[config.mk]
export PLATFORM = sky130hd
export DESIGN_NAME = encoder_quad_decoder
export DESIGN_NICKNAME = d
export VERILOG_FILES = /design/src/rtl/encoder_pkg.sv /design/src/rtl/enc_glitch_filter.sv /design/src/rtl/encoder_quad_decoder.sv
export SDC_FILE = /design/constraint.sdc
export NUM_CORES = 1
export LEC_CHECK = 0
export CORE_AREA = 2 2 115 117
export CTS_CLUSTER_SIZE = 24
export DETAILED_ROUTE_END_ITERATION = 8
export DIE_AREA = 0 0 117 119
export GPL_TIMING_DRIVEN = 0
export PLACE_DENSITY_LB_ADDON = 0.25
export SLEW_MARGIN = 20
export SYNTH_ARGS = -nofsm -noshare
export SYNTH_HDL_FRONTEND = slang
export SYNTH_SLANG_ARGS = --single-unit
export TNS_END_PERCENT = 1
[constraint.sdc]
create_clock -name s_axi_aclk -period 4.85 [get_ports s_axi_aclk]
set_input_delay 1.2125 -clock s_axi_aclk [delete_from_list [all_inputs] [get_ports s_axi_aclk]]
set_output_delay 1.2125 -clock s_axi_aclk [all_outputs]
set_load 0.03 [all_outputs]
[src/rtl/encoder_pkg.sv]
// rtl/encoder_pkg.sv - shared types and quadrature step table for the encoder front end
// Contents: error counter width, decoder state encoding, step classification and lookup.
package encoder_pkg;

   localparam int ERR_W = 8;

   // Low two bits of every settled state equal the filtered {A,B} it represents,
   // so the decoder can feed state[1:0] straight into the step table.
   typedef enum logic [2:0] {
      ST_S00  = 3'b000,
      ST_S01  = 3'b001,
      ST_S10  = 3'b010,
      ST_S11  = 3'b011,
      ST_INIT = 3'b100
   } dec_state_t;

   typedef enum logic [1:0] {
      STEP_NONE = 2'd0,
      STEP_UP   = 2'd1,
      STEP_DN   = 2'd2,
      STEP_ILL  = 2'd3
   } step_t;

   // {prev,cur} -> step kind. Forward order is 00 -> 01 -> 11 -> 10 -> 00.
   function automatic step_t step_lookup(input logic [1:0] prev, input logic [1:0] cur);
      step_t kind;
      case ({prev, cur})
         4'b00_01, 4'b01_11, 4'b11_10, 4'b10_00: kind = STEP_UP;
         4'b01_00, 4'b11_01, 4'b10_11, 4'b00_10: kind = STEP_DN;
         4'b00_11, 4'b11_00, 4'b01_10, 4'b10_01: kind = STEP_ILL;
         default:                                kind = STEP_NONE;
      endcase
      return kind;
   endfunction

endpackage

[src/rtl/enc_glitch_filter.sv]
// rtl/enc_glitch_filter.sv - two-flop synchroniser plus run-length glitch filter for one pin
// Ports:
//   clk, rst_n  clock, asynchronous active-low reset
//   raw         encoder pin, asynchronous to clk
//   level       filtered level, changes only after FILT_LEN equal synced samples
//   primed      set once the first run of FILT_LEN equal samples has been seen
module enc_glitch_filter #(
   parameter int FILT_LEN = 4
) (
   input  logic clk,
   input  logic rst_n,
   input  logic raw,
   output logic level,
   output logic primed
);

   localparam int               RUN_W   = $clog2(FILT_LEN + 1);
   localparam logic [RUN_W-1:0] RUN_MAX = RUN_W'(FILT_LEN);
   localparam logic [RUN_W-1:0] RUN_ONE = RUN_W'(1);

   logic             sync1;
   logic             sync2;
   logic             last;
   logic [RUN_W-1:0] run;
   logic [RUN_W-1:0] run_next;

   // run = length of the current streak of equal synced samples, saturating at FILT_LEN.
   // A sample differing from its predecessor starts a new streak of length one, so a
   // pulse shorter than FILT_LEN never reaches RUN_MAX and is discarded.
   always_comb begin
      run_next = run;
      if (sync2 != last) begin
         run_next = RUN_ONE;
      end else if (run != RUN_MAX) begin
         run_next = run + RUN_ONE;
      end
   end

   always_ff @(posedge clk or negedge rst_n) begin
      if (!rst_n) begin
         sync1  <= 1'b0;
         sync2  <= 1'b0;
         last   <= 1'b0;
         run    <= '0;
         level  <= 1'b0;
         primed <= 1'b0;
      end else begin
         sync1 <= raw;
         sync2 <= sync1;
         last  <= sync2;
         run   <= run_next;
         // The streak is complete on the very cycle its FILT_LEN-th sample arrives.
         if (run_next == RUN_MAX) begin
            level  <= sync2;
            primed <= 1'b1;
         end
      end
   end

endmodule

[src/rtl/encoder_quad_decoder.sv]
// rtl/encoder_quad_decoder.sv - quadrature decoder, position counter, windowed velocity, error count
// Ports:
//   s_axi_aclk, s_axi_aresetn  clock, asynchronous active-low reset
//   enc_a, enc_b               raw encoder pins
//   ctrl_enable                count steps and run the velocity window
//   ctrl_clear                 clear position, velocity, accumulator, window and errors
//   ctrl_dir_invert            negate step direction
//   position                   wrapping two's complement step count
//   velocity, vel_valid        signed steps in the last complete window, update pulse
//   step_pulse, step_dir       counted-step pulse and its direction (1 = up)
//   err_count, err_sticky      saturating illegal-transition count and sticky flag
module encoder_quad_decoder
   import encoder_pkg::*;
#(
   parameter int FILT_LEN = 4,
   parameter int CNT_W    = 32,
   parameter int VEL_W    = 16,
   parameter int VEL_WIN  = 1000000
) (
   input  logic                    s_axi_aclk,
   input  logic                    s_axi_aresetn,
   input  logic                    enc_a,
   input  logic                    enc_b,
   input  logic                    ctrl_enable,
   input  logic                    ctrl_clear,
   input  logic                    ctrl_dir_invert,
   output logic [CNT_W-1:0]        position,
   output logic signed [VEL_W-1:0] velocity,
   output logic                    vel_valid,
   output logic                    step_pulse,
   output logic                    step_dir,
   output logic [ERR_W-1:0]        err_count,
   output logic                    err_sticky
);

   localparam int                 WIN_W    = $clog2(VEL_WIN);
   localparam logic [WIN_W-1:0]   WIN_LAST = WIN_W'(VEL_WIN - 1);
   localparam logic signed [VEL_W:0] SUM_MAX = (VEL_W + 1)'(2 ** (VEL_W - 1) - 1);
   localparam logic signed [VEL_W:0] SUM_MIN = -SUM_MAX;
   localparam logic signed [VEL_W:0] SV_ONE  = (VEL_W + 1)'(1);

   logic filt_a, filt_b, primed_a, primed_b;

   enc_glitch_filter #(.FILT_LEN(FILT_LEN)) u_filt_a (
      .clk    (s_axi_aclk),
      .rst_n  (s_axi_aresetn),
      .raw    (enc_a),
      .level  (filt_a),
      .primed (primed_a)
   );

   enc_glitch_filter #(.FILT_LEN(FILT_LEN)) u_filt_b (
      .clk    (s_axi_aclk),
      .rst_n  (s_axi_aresetn),
      .raw    (enc_b),
      .level  (filt_b),
      .primed (primed_b)
   );

   // ---------------- decoder FSM ----------------
   dec_state_t state, state_next;
   step_t      kind;
   logic [1:0] cur_ab;

   assign cur_ab = {filt_a, filt_b};

   always_ff @(posedge s_axi_aclk or negedge s_axi_aresetn) begin
      if (!s_axi_aresetn) begin
         state <= ST_INIT;
      end else begin
         state <= state_next;
      end
   end

   // The FSM follows the filtered pins regardless of ctrl_enable so that re-enabling
   // never produces a spurious step from a stale state.
   always_comb begin
      state_next = state;
      kind       = STEP_NONE;
      if (state == ST_INIT) begin
         if (primed_a && primed_b) begin
            state_next = dec_state_t'({1'b0, cur_ab});
         end
      end else begin
         kind       = step_lookup(state[1:0], cur_ab);
         state_next = dec_state_t'({1'b0, cur_ab});
      end
   end

   // ---------------- step qualification ----------------
   logic step_valid;
   logic step_up;
   logic illegal;

   assign step_valid = ctrl_enable && ((kind == STEP_UP) || (kind == STEP_DN));
   assign step_up    = (kind == STEP_UP) ^ ctrl_dir_invert;
   assign illegal    = (kind == STEP_ILL);

   // ---------------- velocity accumulator ----------------
   logic [WIN_W-1:0]        win;
   logic signed [VEL_W-1:0] acc;
   logic signed [VEL_W-1:0] acc_sat;
   logic signed [VEL_W:0]   step_val;
   logic signed [VEL_W:0]   acc_sum;

   always_comb begin
      step_val = '0;
      if (step_valid) begin
         step_val = step_up ? SV_ONE : -SV_ONE;
      end
      acc_sum = {acc[VEL_W-1], acc} + step_val;
      if (acc_sum > SUM_MAX) begin
         acc_sat = SUM_MAX[VEL_W-1:0];
      end else if (acc_sum < SUM_MIN) begin
         acc_sat = SUM_MIN[VEL_W-1:0];
      end else begin
         acc_sat = acc_sum[VEL_W-1:0];
      end
   end

   // ---------------- registered outputs ----------------
   // ctrl_clear takes priority over everything on its cycle: the step, the window end
   // and any illegal transition occurring on that cycle are all discarded.
   always_ff @(posedge s_axi_aclk or negedge s_axi_aresetn) begin
      if (!s_axi_aresetn) begin
         position   <= '0;
         velocity   <= '0;
         vel_valid  <= 1'b0;
         step_pulse <= 1'b0;
         step_dir   <= 1'b0;
         err_count  <= '0;
         err_sticky <= 1'b0;
         win        <= '0;
         acc        <= '0;
      end else begin
         step_pulse <= 1'b0;
         vel_valid  <= 1'b0;
         if (ctrl_clear) begin
            position   <= '0;
            velocity   <= '0;
            acc        <= '0;
            win        <= '0;
            err_count  <= '0;
            err_sticky <= 1'b0;
         end else begin
            if (step_valid) begin
               position   <= step_up ? position + CNT_W'(1) : position - CNT_W'(1);
               step_dir   <= step_up;
               step_pulse <= 1'b1;
            end
            if (illegal) begin
               if (err_count != '1) begin
                  err_count <= err_count + ERR_W'(1);
               end
               err_sticky <= 1'b1;
            end
            if (ctrl_enable) begin
               if (win == WIN_LAST) begin
                  win       <= '0;
                  velocity  <= acc_sat;
                  acc       <= '0;
                  vel_valid <= 1'b1;
               end else begin
                  win <= win + WIN_W'(1);
                  acc <= acc_sat;
               end
            end
         end
      end
   end

endmodule

==> results.json <==
{
  "fin_skew_ps": 6.375,
  "wl_met2_mm": 8.831,
  "grt_pass1_vias": 6293,
  "regArea_um2": 2879,
  "fmax_mhz": 214.8,
  "clk_latency_ps": 420,
  "grt_usage_pct": 27.41,
  "synth_seq_area_share_pct": 40.17,
  "antenna_found_initial": 0,
  "cts_tree": "done",
  "syn-num-nets": 848,
  "final_common_cell": "dfrtp_1",
  "dp_slack_ps": -847.4,
  "drv_slew": 0,
  "ys_types": 69,
  "multi_input_area_um2": 4100,
  "final-hold-violation-count": 0,
  "syn_inst": 800,
  "wl_per_cell_um": 16.66,
  "synthArstFlopShare_pct": 100.0,
  "outcome": "finished clean",
  "ioPinCount": 67,
  "ys.flop_type": "dfrtp_1",
  "cts-root-buf": "clkbuf_16",
  "wl_mm": 17.81,
  "crit_required_ps": 5150,
  "synth_area_um2": 7167,
  "yosysWarnings": 0,
  "grt_max_degree": 66,
  "power_leakage_nw": 3.777,
  "rows": 42,
  "num_vias": 6372,
  "grt.overflow.total": 0,
  "startpoint_type": "primary input",
  "critPathMaxFanout": 40,
  "ys_ff_latch": 115,
  "synth-edff-count": 0,
  "setup_violations": 0,
  "max-slew-margin-rel_pct": 57.69,
  "die_area_um2": 13920,
  "clkSinkCount": 115,
  "io_buffers": 64,
  "nets": 930,
  "route.layer.met1.wl_mm": 7.715,
  "area_delta_synth_final_pct": 21.07,
  "worstPathArrival_ps": 4960,
  "drt-pass1-iter-count": 5,
  "fin_crit_sh_pct": 96.01,
  "drt_iter0_drc": 408,
  "pwr_density_cell_nw_per_um2": 669.7,
  "syn_avg_cell_area_um2": 8.959,
  "drtAntennaViolNets": 0,
  "holdWs_ps": 350.0,
  "diodes": 0,
  "worst_slack_ps": 193.6,
  "startpoint": "ctrl_dir_invert",
  "cap_violations": 0,
  "hold_path_class": "flop to flop",
  "start_util_pct": 55.67,
  "final_cell_mix": "dfrtp_1 (114), nand2_1 (89), nor2_1 (64)",
  "clkSlewWorstSetupHoldPaths_ps": 50,
  "gp_congestion": 0.9168,
  "viasPerCell": 5.961,
  "hp-start": "u_filt_b.sync1$_DFF_PN0_",
  "wl_met3_um": 844,
  "grt_pass1_wl_mm": 30.30,
  "fp.dieW_um": 117,
  "drc": 0,
  "tightest_slew_ps": 634.7,
  "chipHeight_um": 119,
  "worst-setup-path-type": "primary input to flop",
  "topRoutingLayerUsed": "met4",
  "r2r-start": "u_filt_b.level$_DFFE_PN0N_",
  "fin_setup_tns_ps": 0,
  "numCtsBuffers": 17,
  "postLayoutCoreUtil_pct": 67.40,
  "layout-drive-gt1-share_pct": 7.279,
  "core_region_area_um2": 12870,
  "hpwlAfterDp_mm": 12.73,
  "n_fill_cell": 1022,
  "endpoint_kind": "flop",
  "clk_path_buf_depth": 2,
  "htree_levels": 4,
  "period_minus_slack_ps": 4656,
  "ir_drop_mv": 0.3494
}
## sequential cells by signal (all words and copies together), names as in the netlist
register         cells
u_filt_a.level       1
acc                 16
vel_valid            1
step_dir             1
u_filt_a.run         3
position            32
u_filt_b.sync1       1
u_filt_b.run         3
u_filt_b.sync2       1
u_filt_a.sync2       1
step_pulse           1
win                 20
velocity            16
u_filt_a.sync1       1
err_count            8
u_filt_b.primed      1
state                3
u_filt_a.last        1
u_filt_b.level       1
u_filt_a.primed      1
err_sticky           1
u_filt_b.last        1
## metrics by stage
| step | power (mW) | instances | area (um^2) |
|---|---|---|---|
| after CTS | 5.776 | 1071 | 8651 |
| after floorplan | 3.707 | 800 | 7167 |
| after global placement | 4.391 | 1040 | 8028 |
| after global routing | 6.237 | 1069 | 8677 |
| after detailed placement | 4.509 | 1041 | 8056 |
| final | 5.811 | 1069 | 8677 |
## final timing paths
check / endpoint / slack, ps / cells after the start
setup / recovery: acc[14]$_DFFE_PN0P_ / 190 / 14
hold / removal: u_filt_b.sync2$_DFF_PN0_ / 350 / 0
setup reg to reg: acc[14]$_DFFE_PN0P_ / 280 / 16
hold reg to reg: u_filt_b.sync2$_DFF_PN0_ / 350 / 0
max in group asynchronous: state[2]$_DFFE_PN1P_ / 3340 / 2
min in group asynchronous: u_filt_b.run[0]$_DFF_PN0_ / 800 / 1
## worst max-delay path, cell delays in order
cell             delay (ps)
clkdlybuf4s50_1         520
xor2_4                  270
inv_1                   160
buf_4                   440
nand2_1                 170
xnor2_1                 160
ha_2                    250
or3_1                   370
or2_1                   240
o32ai_1                 320
xnor2_1                 190
inv_1                    70
maj3_1                  370
a22o_1                  200
## per-layer routing
metal / GRT usage, % / up-vias
met1: 36.10 / 3059
met5: 0 / -
met3: 4.784 / 30
met4: 11.03 / 0
li1: - / 3070
met2: 44.62 / 213
## timing repair
action | in CTS | in global routing
hold buffers | 0 | 0
endpoints found under the setup margin | 34 | 42
gates resized for setup | 9 | 8
pin swaps | 0 | 1
setup buffers | 0 | 0
## Yosys cell counts, types with 20 or more instances
master    count  area, um^2
a21oi_1      63       315.3
clkbuf_1     24       90.09
dfrtp_1     114        2853
ha_1         40       500.5
inv_1        22       82.58
nand2_1      89       334.1
nand3_1      32       160.2
nand4_1      20       125.1
nor2_1       65       244.0
o21ai_0      42       210.2
xnor2_1      30       262.8
xor2_1       30       262.8
## layout make-up
cell class,count,share of cell area [%]
Clock buffer,21,5.306
Tap cell,176,2.538
Clock inverter,9,1.240
Inverter,23,0.9950
Buffer,36,1.774
Sequential cell,115,33.18
Timing Repair Buffer,65,7.714
Multi-Input combinational cell,624,47.25
## cell families (layout without fill, tap and decap cells)
family / Yosys count / in the layout / share of synthesized area [%]
and+or+nand+nor: 301 / 301 / 20.79
DFF: 115 / 115 / 40.17
xor gates and xnor gates: 61 / 61 / 7.559
adders and majority gates: 49 / 49 / 8.380
muxes: 5 / 5 / 0.7681
buffers and inverters: 61 / 154 / 3.317
AOI/OAI and AO/OA: 208 / 208 / 19.01
## report_power, final
group	total [mW]	switching, mW	internal [mW]
combinational	3.34	2.03	1.31
sequential	1.26	0.145	1.12
clock	1.21	0.436	0.774
(Power assumes the default switching activity.)
